### src/rtl/alarm_timer_pkg.sv
// Shared definitions for the anti-theft timing resource: interval codes,
// default delay values and timer state encodings.
package alarm_timer_pkg;

   localparam logic [1:0] INT_ARM = 2'b00;
   localparam logic [1:0] INT_DRV = 2'b01;
   localparam logic [1:0] INT_PAS = 2'b10;
   localparam logic [1:0] INT_ALM = 2'b11;

   localparam int DEF_T_ARM = 6;
   localparam int DEF_T_DRV = 8;
   localparam int DEF_T_PAS = 15;
   localparam int DEF_T_ALM = 10;

   typedef enum logic [1:0] {
      ST_IDLE = 2'b00,
      ST_RUN  = 2'b01,
      ST_DONE = 2'b10
   } timer_state_e;

endpackage

### src/rtl/one_hz_divider.sv
// Free-running divider producing a one-cycle tick every TICK_DIV clocks;
// a synchronous clear restarts the period from zero.
module one_hz_divider #(
   parameter int TICK_DIV = 100_000_000
) (
   input  logic clock,
   input  logic reset,
   input  logic clear,
   output logic tick
);

   localparam int CW = (TICK_DIV > 1) ? $clog2(TICK_DIV) : 1;
   localparam logic [CW-1:0] LAST = CW'(TICK_DIV - 1);

   logic [CW-1:0] cnt;

   always_ff @(posedge clock or negedge reset) begin
      if (!reset) begin
         cnt <= '0;
      end else if (clear || cnt == LAST) begin
         cnt <= '0;
      end else begin
         cnt <= cnt + CW'(1);
      end
   end

   assign tick = (cnt == LAST);

endmodule

### src/rtl/alarm_timer_ctrl.sv
// Timing resource for the anti-theft FSM: programmable delay parameters,
// a single countdown timer with one-cycle expired pulse, and the 1 Hz tick.
module alarm_timer_ctrl
   import alarm_timer_pkg::*;
#(
   parameter int TICK_DIV  = 100_000_000,
   parameter int VAL_W     = 4,
   parameter int T_ARM_DEF = DEF_T_ARM,
   parameter int T_DRV_DEF = DEF_T_DRV,
   parameter int T_PAS_DEF = DEF_T_PAS,
   parameter int T_ALM_DEF = DEF_T_ALM
) (
   input  logic             clock,
   input  logic             reset,
   input  logic             reprogram,
   input  logic [1:0]       time_param_sel,
   input  logic [VAL_W-1:0] time_value,
   input  logic [1:0]       interval,
   input  logic             start_timer,
   output logic             one_hz_enable,
   output logic             expired,
   output logic             busy,
   output logic [VAL_W-1:0] count,
   output logic             reprog_ack
);

   timer_state_e     state;
   logic [VAL_W-1:0] param_q [4];
   logic             reprog_q;
   logic             reprog_edge;
   logic             start_acc;

   assign reprog_edge = reprogram & ~reprog_q;
   // A reprogram edge always wins over a simultaneous start request.
   assign start_acc   = start_timer & ~reprog_edge;

   one_hz_divider #(.TICK_DIV(TICK_DIV)) u_div (
      .clock (clock),
      .reset (reset),
      .clear (start_acc),
      .tick  (one_hz_enable)
   );

   always_ff @(posedge clock or negedge reset) begin
      if (!reset) begin
         param_q[INT_ARM] <= VAL_W'(T_ARM_DEF);
         param_q[INT_DRV] <= VAL_W'(T_DRV_DEF);
         param_q[INT_PAS] <= VAL_W'(T_PAS_DEF);
         param_q[INT_ALM] <= VAL_W'(T_ALM_DEF);
         reprog_q   <= 1'b0;
         reprog_ack <= 1'b0;
         state      <= ST_IDLE;
         count      <= '0;
      end else begin
         reprog_q   <= reprogram;
         reprog_ack <= reprog_edge;
         if (reprog_edge) begin
            // Zero seconds is stored as one so a countdown never underflows.
            param_q[time_param_sel] <= (time_value == '0) ? VAL_W'(1) : time_value;
            state <= ST_IDLE;
            count <= '0;
         end else if (start_acc) begin
            count <= param_q[interval];
            state <= ST_RUN;
         end else begin
            case (state)
               ST_RUN: begin
                  if (one_hz_enable) begin
                     if (count == VAL_W'(1)) begin
                        count <= '0;
                        state <= ST_DONE;
                     end else begin
                        count <= count - VAL_W'(1);
                     end
                  end
               end
               default: state <= ST_IDLE;
            endcase
         end
      end
   end

   assign busy    = (state == ST_RUN);
   assign expired = (state == ST_DONE);

endmodule

### config.mk
export PLATFORM = sky130hd
export DESIGN_NAME = alarm_timer_ctrl
export DESIGN_NICKNAME = d
export VERILOG_FILES = /design/src/rtl/alarm_timer_pkg.sv /design/src/rtl/one_hz_divider.sv /design/src/rtl/alarm_timer_ctrl.sv
export SDC_FILE = /design/constraint.sdc
export NUM_CORES = 1
export LEC_CHECK = 0
export CORE_MARGIN = 3
export CORE_UTILIZATION = 35
export CTS_BUF_LIST = sky130_fd_sc_hd__clkbuf_8
export CTS_CLUSTER_SIZE = 25
export DETAILED_ROUTE_END_ITERATION = 7
export SLEW_MARGIN = 20
export SYNTH_ARGS = -nofsm -noshare
export SYNTH_HDL_FRONTEND = slang
export SYNTH_SLANG_ARGS = --single-unit
### constraint.sdc
create_clock -name clock -period 5.5 [get_ports clock]
set_input_delay 0.55 -clock clock [delete_from_list [all_inputs] [get_ports clock]]
set_output_delay 0.55 -clock clock [all_outputs]
set_load 0.03 [all_outputs]
==> flow_summary.ini <==
[run_status]
status = completed

[layout]
drive_gt1_frac = 0.164
flow.area_growth_from_synthesis_pct = 14.9
n_antenna_cell = 0
n_fill_cell = 701
post-route-cell-area_um2 = 2980
finish.net_count = 282

[clock_tree]
cts_tree = done
cts_buffer_depth = 2
cts_repair_resize_count = 0
insertion_delay_ps = 310
cts.clk_slew.worst_paths_ps = 100
cts.sinks = 51
post_cts_buffers = 0
cts_made_buffers = 5
cts_hold_repair.buffers = 0
clock_tree.htree_level_count = 2
cts_root_buf = clkbuf_8

[synthesis]
synthesis.area_um2 = 2590
synth.lib_cells_used.distinct = 43
ys_seq_elements = 51
sequential_area_share_after_synthesis = 0.496
synthesis_warning_total = 0
postSynthCellCount = 247
yosys.area.top_type = dfrtp_1
synth_ff_type = dfrtp_1
synthMostInstantiatedCell = dfrtp_1
synth_nets = 262
ys_async_sr_fraction = 1.00
synthTopCellsByArea = dfrtp_1 41%, dfstp_2 9.1%, mux2_2 5.2%
postSynthAreaPerCell_um2 = 10.5
synth_enable_flop_cells = 0
yosys-top-cells-count = 42 x dfrtp_1, 26 x nor2_1, 16 x a21oi_1, 16 x nand2_1, 12 x mux2_2
post-synth-top-area-fraction = 0.405

[timing]
setup_viol = 0
slew_headroom = 0.399
timing.setup.tns_ps = 0
finalMaxSlewViolations = 0
setup_slack_ps = 1920
layout_min_cycle_time_ps = 3580
min_period_over_period = 0.652
worst_clock_skew_ps = 14.8
worst-slew-pin-transition_ps = 902
max_freq_mhz = 279
grt_setup_unrepaired = no
timing.final.hold_violations = 0

[placement]
dpl_worst_slack_ps = 2240
detailedPlacementHpwl_um = 3830
placedInstanceArea_um2 = 2890
globalplace.congestion = 0.799
portBuffers = 19

[worst_setup_path]
cp_num_cells = 5
cp_num_buf_inv = 2
cp_max_fo = 6
max_stage_delay_ps = 660
critical_path_required_ps = 4950
cells_traversed_along_the_worst_timing_path = or4b_1 > or4_4 > or3_4 > inv_1 > clkdlybuf4s50_1
timing.critical_path.to_type = primary output
worst-r2r-cell-count = 4
cp_slowest_cell = clkdlybuf4s50_1
launching_element_type_of_the_critical_path = register
arrival_ps = 3030
kind_of_cell_adding_the_most_delay_to_the_critical_path = simple AND/OR/NAND/NOR gates
r2r_slack_ps = 2770
crit-reg2reg-launch = u_div.cnt[17]$_DFF_PN0_
setup_crit_start = u_div.cnt[17]$_DFF_PN0_
worst-setup-path-type = reg -> out

[drt]
drc_errors = 0
wl_met1_um = 2700
firstDrtPassIters = 4
detail_route.iter0.violations = 174
detail_route.vias_per_cell = 5.25
routed-wl-met3_um = 214
route.antenna.remaining_nets = 0
met2RoutedLength_um = 2420
detail_route.wirelength_um = 5420
dr_total_vias = 1912
average_wire_per_cell_in_the_routed_design_um = 14.9
top_layer = met4

[power_and_ir_drop]
internal-power_uw = 589
swShare = 0.279
clock_power_share = 0.260
power.ir.vdd_worst_mv = 0.104
power_density_cells_nw_per_um2 = 274
p_sw_uw = 227
p_total_uw = 816
cellLeakagePower_nw = 1.17
part_of_the_power_in_combinational_logic = 0.188
power_frac_seq = 0.552

[grt]
grt_start_max_net_pins = 52
grt_first_pass_wirelength_um = 9250
grtUsageTotal = 0.135
grt_antenna_before_repair = 0
gr-total-overflow = 0
number_of_global_route_vias_before_repair = 1903

[flow_run]
maxCapViolations = 0

[die]
initial_utilization = 0.372
dieArea_um2 = 8480
die_x_um = 92.1
fp-row-count = 30
num_io_pins = 20
floorplan.core_area_um2 = 6980
dieHeight_um = 92.1

[hold_path]
hold_class = in -> async
## worst reg2reg max path, stage by stage (launching register included)
cell and delay [ps]:
dfrtp_1 430, or4b_1 560, or4_4 570, o31ai_4 810, o21ba_2 260
## flip-flops by register name, summed over array words and instances (netlist names)
signal      flops
count           4
state           2
reprog_ack      1
reprog_q        1
param_q        16
u_div.cnt      27
## cell usage in the layout, fill, tap and decap left out, types with 6 or more instances in the layout
| cell | instances |
|---|---|
| clkdlybuf4s50_1 | 18 |
| a21oi_1 | 16 |
| nor3_1 | 6 |
| o21ai_0 | 8 |
| dfrtp_1 | 42 |
| nand3_1 | 10 |
| or3_1 | 6 |
| nor2_1 | 26 |
| mux2_2 | 12 |
| dfstp_2 | 9 |
| xnor2_1 | 7 |
| mux2i_1 | 7 |
| inv_1 | 8 |
| nand2_1 | 16 |
| nand4_1 | 8 |
## worst paths after layout
path                                            to
max                                  one_hz_enable
min                         u_div.cnt[6]$_DFF_PN0_
max reg2reg                u_div.cnt[22]$_DFF_PN0_
min reg2reg                 u_div.cnt[0]$_DFF_PN0_
max in group asynchronous   u_div.cnt[9]$_DFF_PN0_
min in group clock          u_div.cnt[0]$_DFF_PN0_
## final cells by class
type / count / area (µm²) / share of cell area
Clock inverter: 3 / 16.3 / 0.00545
Sequential cell: 51 / 1290 / 0.432
Clock buffer: 5 / 68.8 / 0.0231
Tap cell: 96 / 120 / 0.0403
Inverter: 7 / 26.3 / 0.00881
Timing Repair Buffer: 20 / 193 / 0.0646
Multi-Input combinational cell: 182 / 1270 / 0.426
## power by group through the flow
stage	Combinational, mW	Sequential [mW]	Clock [mW]
floorplan	0.0897	0.465	0
global placement	0.154	0.456	0
detailed placement	0.155	0.459	0
CTS	0.156	0.451	0.222
global route	0.171	0.457	0.235
finish	0.153	0.451	0.212
## through the flow
step,util,hold slack (ps),std cells
6_report,0.427,353,364
5_1_grt,0.427,410,364
4_1_cts,0.426,379,364
3_5_place_dp,0.414,480,356
3_3_place_gp,0.414,459,356
2_1_floorplan,-,254,247
## kinds of logic (layout without fill, tap and decap cells)
| group | Yosys count | after routing | share of synthesized area |
|---|---|---|---|
| and+or+nand+nor | 107 | 107 | 0.228 |
| DFF | 51 | 51 | 0.496 |
| AOI/OAI and AO/OA | 37 | 37 | 0.0858 |
| muxes | 23 | 23 | 0.114 |
| buffers and inverters | 14 | 35 | 0.0217 |
| xor gates and xnor gates | 12 | 12 | 0.0405 |
| adders and majority gates | 3 | 3 | 0.0145 |
## routing by layer
metal / vias to the layer above / global-route usage
met2: 35 / 0.206
li1: 942 / -
met3: 8 / 0.0254
met1: 927 / 0.197
met4: 0 / 0.0384
met5: - / 0
Power figures use the tool's default switching activity.
